## src/rtl/button_event_encoder.sv

```systemverilog
// button_event_encoder
// Turns one-cycle button press pulses into 4-bit button codes. The codes are
// held in a small first-word-fall-through queue that a command consumer drains
// with a valid/ready handshake. The queue raises back-pressure one slot before
// it is full. A sticky overflow flag records any press that had to be dropped.
module button_event_encoder #(
    parameter int N_BTN      = 12,
    parameter int FIFO_DEPTH = 4,
    localparam int PW        = $clog2(FIFO_DEPTH),
    localparam int CW        = $clog2(FIFO_DEPTH + 1)
) (
    input  logic             clk,
    input  logic             reset,
    input  logic [N_BTN-1:0] btn_pulse,
    input  logic             cmd_ready,
    input  logic             clear_overflow,
    output logic             cmd_valid,
    output logic [3:0]       cmd_code,
    output logic             block_controller,
    output logic             overflow,
    output logic [CW-1:0]    pending_count
);

    localparam logic [PW-1:0] PTR_ONE   = PW'(1);
    localparam logic [CW-1:0] CNT_FULL  = CW'(FIFO_DEPTH);
    localparam logic [CW-1:0] CNT_BLOCK = CW'(FIFO_DEPTH - 1);

    logic [3:0]    r_mem [FIFO_DEPTH];
    logic [PW-1:0] r_wr_ptr;
    logic [PW-1:0] r_rd_ptr;
    logic [CW-1:0] r_count;
    logic          r_block;
    logic          r_overflow;

    logic [3:0]    w_code;
    logic          w_push;
    logic          w_pop;
    logic          w_full;
    logic          w_wr_en;
    logic          w_drop;
    logic [CW-1:0] w_count_next;

    // Priority encode: the lowest set pulse bit wins, and higher bits are ignored.
    always_comb begin
        w_code = 4'd0;
        for (int i = N_BTN - 1; i >= 0; i--) begin
            if (btn_pulse[i]) begin
                w_code = 4'(i);
            end
        end
    end

    // Queue control. When a pop and a push happen in the same cycle, a full
    // queue still accepts the push.
    always_comb begin
        w_push       = |btn_pulse;
        w_pop        = (r_count != '0) && cmd_ready;
        w_full       = (r_count == CNT_FULL);
        w_wr_en      = w_push && (!w_full || w_pop);
        w_drop       = w_push && w_full && !w_pop;
        w_count_next = r_count + CW'(w_wr_en) - CW'(w_pop);
    end

    // Event storage. This block has no reset, so it can map onto plain RAM/LUT storage.
    always_ff @(posedge clk) begin
        if (w_wr_en) begin
            r_mem[r_wr_ptr] <= w_code;
        end
    end

    // Pointers, occupancy, registered back-pressure and the sticky overflow flag.
    always_ff @(posedge clk or negedge reset) begin
        if (!reset) begin
            r_wr_ptr   <= '0;
            r_rd_ptr   <= '0;
            r_count    <= '0;
            r_block    <= 1'b0;
            r_overflow <= 1'b0;
        end else begin
            if (w_wr_en) begin
                r_wr_ptr <= r_wr_ptr + PTR_ONE;
            end
            if (w_pop) begin
                r_rd_ptr <= r_rd_ptr + PTR_ONE;
            end
            r_count <= w_count_next;
            r_block <= (w_count_next >= CNT_BLOCK);
            if (w_drop) begin
                r_overflow <= 1'b1;
            end else if (clear_overflow) begin
                r_overflow <= 1'b0;
            end
        end
    end

    // The head code is gated by valid, so reset forces it to zero whatever the storage holds.
    always_comb begin
        cmd_valid        = (r_count != '0);
        cmd_code         = cmd_valid ? r_mem[r_rd_ptr] : 4'd0;
        block_controller = r_block;
        overflow         = r_overflow;
        pending_count    = r_count;
    end

endmodule

```

## config.mk

```make
export PLATFORM = sky130hd
export DESIGN_NAME = button_event_encoder
export DESIGN_NICKNAME = d
export VERILOG_FILES = /design/src/rtl/button_event_encoder.sv
export SDC_FILE = /design/constraint.sdc
export NUM_CORES = 1
export LEC_CHECK = 0
export BUFFER_PORTS_ARGS = -buffer_cell sky130_fd_sc_hd__buf_4
export CAP_MARGIN = 20
export CORE_MARGIN = 2
export CORE_UTILIZATION = 52
export CTS_CLUSTER_SIZE = 10
export DETAILED_ROUTE_END_ITERATION = 12
export PLACE_DENSITY = 0.77
export SETUP_SLACK_MARGIN = 0.02
export SYNTH_ARGS = -nofsm -noshare
export SYNTH_HDL_FRONTEND = slang
export SYNTH_SLANG_ARGS = --single-unit
```

## constraint.sdc

```tcl
create_clock -name clk -period 2.85 [get_ports clk]
set_input_delay 0.4275 -clock clk [delete_from_list [all_inputs] [get_ports clk]]
set_output_delay 0.4275 -clock clk [all_outputs]
set_load 0.005 [all_outputs]
```

# Yosys cells after proc, flatten, opt, wreduce, memory -nomap -nowiden
# Memory sizes are Yosys's and may differ from the RTL's.
# Cells that the tools add are included.
word_totals:
  inputBits: 16
  elab_cells: 39
  ramBits: 16
  reg_bits: 9
  out_inout_bits: 10
  memories: 1
mem_list:
  columns: ["name", "words", "word_bits", "rd", "rd_ports_with_merged_regs", "wr", "line", "source"]
  rows:
  - ["r_mem", 4, 4, 1, 0, 1, "28", "logic [3:0] r_mem [FIFO_DEPTH];"]
op_classes:
  muxes: 17
  add_sub_neg: 4
  n_reduce_logical: 10
  n_lt_le_gt_ge: 1
  n_eq_ne: 1
op_table:
  columns: ["op", "count"]
  rows:
  - ["$mux 4", 13]
  - ["$reduce_or 12->1", 1]
  - ["$add 2x1->2 const B", 2]
  - ["$logic_and 1x1->1", 4]
  - ["$mux 1", 4]
  - ["$add 3x1->3", 1]
  - ["$eq 3x3->1 const B", 1]
  - ["$ge 3x2->1 const B", 1]
  - ["$reduce_bool 3->1", 1]
  - ["$sub 3x1->3", 1]
  - ["$logic_not 1->1", 2]
  - ["$reduce_bool 2->1", 1]
  - ["$logic_or 1x1->1", 1]

# Depth between registers and ports, before layout
logic_depth:
  ltp_word: 12
  depth_mapped: 11
  depth_no_buf: 11

# Worst setup path before layout
# OpenSTA, ideal clock, no wires.
synth_timing:
  kind: "register to register"
  start: "reg r_count[2], in the netlist pending_count[2]"
  end: "reg r_block, in the netlist block_controller"
  synth_period_minus_slack_ps: 2523
  stages_incl_launch_ff: 10
  required_ps: 2732
  arrival_ps: 2405
  slack_ps: 327
  setup_ps: 118
  path_buffers: 0
  path_cell_list: "dfrtp_1 > or3_2 > and2_1 > ha_1 > inv_1 > ha_1 > fa_1 > xor2_1 > xnor2_1 > a21o_1"
synth_via:
  elab_chain_cells: 7
  elab_cells_between_ends: 9
  classes_between: "add/sub: 2; order compare: 1; eq/ne: 1; reduce/logical: 5"
synth_rtl:
  columns: ["item", "line", "source"]
  rows:
  - ["from (decl)", "31", "logic [CW-1:0] r_count;"]
  - ["from (signal assigned)", "86", "r_count <= w_count_next;"]
  - ["$reduce_bool 3->1 (*)", null, null]
  - ["via cmd_valid", "17", "output logic cmd_valid,"]
  - ["$logic_and 1x1->1 (*)", "57", "w_pop = (r_count != '0) && cmd_ready;"]
  - ["$logic_or 1x1->1", "59", "w_wr_en = w_push && (!w_full || w_pop);"]
  - ["$logic_and 1x1->1", "59", null]
  - ["$add 3x1->3", "61", "w_count_next = r_count + CW'(w_wr_en) - CW'(w_pop);"]
  - ["$sub 3x1->3 (*)", "61", null]
  - ["via w_count_next[2]", "41", "logic [CW-1:0] w_count_next;"]
  - ["$ge 3x2->1 (*)", "87", "r_block <= (w_count_next >= CNT_BLOCK);"]
  - ["to (signal assigned)", "87", null]
  - ["to (decl)", "32", "logic r_block;"]
# Mark *: on every way through the listed nets, which the timed path passes. The rest lies on a longest branch.
# A chain may end at the register's enable or synchronous reset.

# Final worst setup path
layout_timing:
  start: "reg r_count[1], in the netlist pending_count[1]"
  end: "reg r_block, in the netlist block_controller"
layout_via:
  elab_chain_cells: 7
  elab_cells_between_ends: 9
  classes_between: "add/sub: 2; order compare: 1; eq/ne: 1; reduce/logical: 5"
layout_rtl:
  columns: ["item", "line"]
  rows:
  - ["$eq 3x3->1 or $reduce_bool 3->1 (tied branches)", "58, 57"]
  - ["$logic_not 1->1 or $logic_and 1x1->1 (tied branches)", "59, 57"]
  - ["$logic_or 1x1->1", "59"]
  - ["$logic_and 1x1->1", "59"]
  - ["$add 3x1->3", "61"]
  - ["$sub 3x1->3 (*)", "61"]
  - ["via w_count_next[2]", "41"]
  - ["$ge 3x2->1 (*)", "87"]
# Marks and branches as above.

==> run metrics <==
outcome=finished, final reports clean; share of layout cells above drive strength 1=roughly a third; Starting Density=55.0%; initial antenna violation count=0; Crit Path Category=flop to flop; hold_sp=clear_overflow; most frequent cells in the layout=buf_4 (25), edfxtp_1 (16), inv_1 (10), dfrtp_1 (9), nor2_1 (7); Yosys cell types=27; antenna viol nets, final=0; Worst Path Required=3.08 ns; total CTS buffers=3; CTS tree=done; largest fanout on the critical path=6; Top Ports=26; Routed WL=2060 um; sequential area share after synthesis=58.0%; drt first pass iters=4; cell chosen for the clock root=clkbuf_4; Iter 0 DRT Violations=10; syn nets=111; first-pass GRT wire length=~3200 um; TNS Setup=0 ns; Die Height=approximately 52 um; yosys warns=0; clk_lat worst skew=around 0.31 ns; RSZ-0062 raised after global routing=no; Layout Skew=0.00716 ns; # Max-Cap Violations=0; FILL cells=approximately 170; worst slew pin tran=approximately 0.43 ns; commonest non-fill, non-tap cell in the layout=buf_4; Placer Congestion=~0.7; Post-CTS Setup Bufs=0; fmax=between 300 and 400 MHz; Total GRT Usage=between 10% and 20%; FF+latch area=between 700 and 800 um2; area of the multi-input gates=468 um2; Diodes inserted=0; clk slew on worst S/H paths=between 0.1 and 0.15 ns; worst path arrival time=2.88 ns; vias in the first global route=approximately 740; reg2reg start=pending_count[1]; gr ovfl total=0; Worst Hold Class=input pin to flop; vias per inst=5.13; CP Capture Type=flop; DRC Markers=0; layout overhead on the synthesized area=21.2%; Synth Register Bits=25; Post-Synthesis Cells=88; Die ar.=approximately 2700 um2; Lkg Pwr=between 0.6 and 0.7 nW; hpwl dp=about 1700 um; pin count of the biggest net entering global routing=16; nets=roughly 140; CTS H-tree depth=1; IO buf count=25; Mapped Area=1220 um2; endpoints failing hold=0; vias=around 740; Final setup viols=0; clk buf depth=2; pwr dens=between 900 and 1000 nW/um2; FP Rows=17; Startpoint Class=flop; Setup crit start=pending_count[1]; Period Utilization, post-route=93.1%; Worst VDD drop=approximately 0.58 mV; wire per inst=between 10 and 15 um; syn_area_per_cell=between 10 and 15 um2; Hold WS=approximately 0.3 ns; Die W=around 52 um; fin. max-slew vios=0; Slew HR=71.4%; core box area=between 2000 and 2500 um2; clock sink total=25; min Tclk post-route=between 2 and 3 ns
[logic make-up (layout without fill, tap and decap cells)]
logic type / after synthesis / count (layout) / synth area share [%]
AO/OA/AOI/OAI: 10 / 10 / 6.48
adder cells (fa/ha/maj): 7 / 7 / 7.82
buffers and inverters: 11 / 40 / 3.50
multiplexers: 5 / 5 / 8.64
AND/OR/NAND/NOR: 25 / 25 / 11.9
XOR/XNOR: 5 / 5 / 3.60
flip-flops: 25 / 25 / 58.0
[stage by stage]
| step | area, um2 | setup WS (ns) | util (%) | instances | power, mW |
|---|---|---|---|---|---|
| after global placement | 1430 | 0.207 | 64.8 | 140 | 1.26 |
| after detailed placement | 1430 | 0.156 | 64.8 | 140 | 1.30 |
| after global routing | 1470 | 0.0711 | 66.6 | 145 | 1.53 |
| after CTS | 1470 | 0.173 | 66.6 | 145 | 1.45 |
| final | 1470 | 0.198 | 66.6 | 145 | 1.43 |
| after floorplan | 1220 | 0.327 | - | 88 | 1.03 |
[cells in the mapped netlist, drive strengths merged]
cell	number	area, um2
nor2	7	26.3
and2	9	61.3
o22ai	1	6.26
buf	1	5.00
nor4	2	12.5
and2b	1	7.51
a21oi	3	15.0
xor2	2	17.5
a21o	1	7.51
mux4	4	90.1
inv	10	37.5
xnor2	3	26.3
ha	6	75.1
o31ai	1	7.51
or4b	1	13.8
a221o	1	10.0
or3	1	7.51
nand2	3	11.3
fa	1	20.0
dfrtp	9	225
a211oi	1	7.51
edfxtp	16	480
o21a	1	15.0
mux2	1	15.0
nor3	1	5.00
o311a	1	10.0
[critical path, stage by stage, from the launching register on]
cell,delay (ns)
dfrtp_1,0.46
or3_2,0.53
and2_1,0.22
ha_1,0.28
inv_1,0.04
ha_1,0.19
fa_1,0.40
xor2_1,0.17
xnor2_1,0.14
a21o_1,0.15
[report_power, final]
| group | leakage [nW] | switching (mW) | internal, mW |
|---|---|---|---|
| registers | 0.260 | 0.0973 | 0.555 |
| logic | 0.361 | 0.253 | 0.369 |
| clock network | 0.0139 | 0.105 | 0.0534 |
[layout make-up]
type                    instances  share of cell area, %
flip-flops and latches         25                   47.9
multi-input cells              52                   31.7
repair buffers                 26                   13.4
inverters                      10                   2.55
well taps                      28                   2.38
clock buffers                   3                   1.53
clock inverters                 1                  0.509
[registers in the layout, indices dropped and copies added (netlist names)]
signal and count:
r_mem 16, pending_count 3, r_rd_ptr 2, r_wr_ptr 2
block_controller 1, overflow 1
[per-layer routing]
layer / up-vias / track usage [%] / part of all wire (%)
met5: - / 0 / 0
met4: 0 / 5.98 / 1.2
met3: 4 / 2.86 / 3.9
met2: 19 / 26.9 / 49
met1: 354 / 22.5 / 45
li1: 367 / - / -
[final timing paths]
path | endpoint | slack (ns) | cells past startpoint
worst max register to register | block_controller | 0.20 | 9
min in group asynchronous | block_controller | 0.45 | 2
max in group asynchronous | r_wr_ptr[1] | 2.27 | 2
worst max-delay path | block_controller | 0.20 | 9
worst min-delay path | overflow | 0.29 | 2
worst min register to register | pending_count[2] | 0.54 | 1
[what timing repair did]
item,4_1_cts,5_1_grt
endpoints found under the hold margin,9,0
hold buffers,1,0
gates resized for setup,0,0
Note: power is estimated with default switching activity, not from simulation.
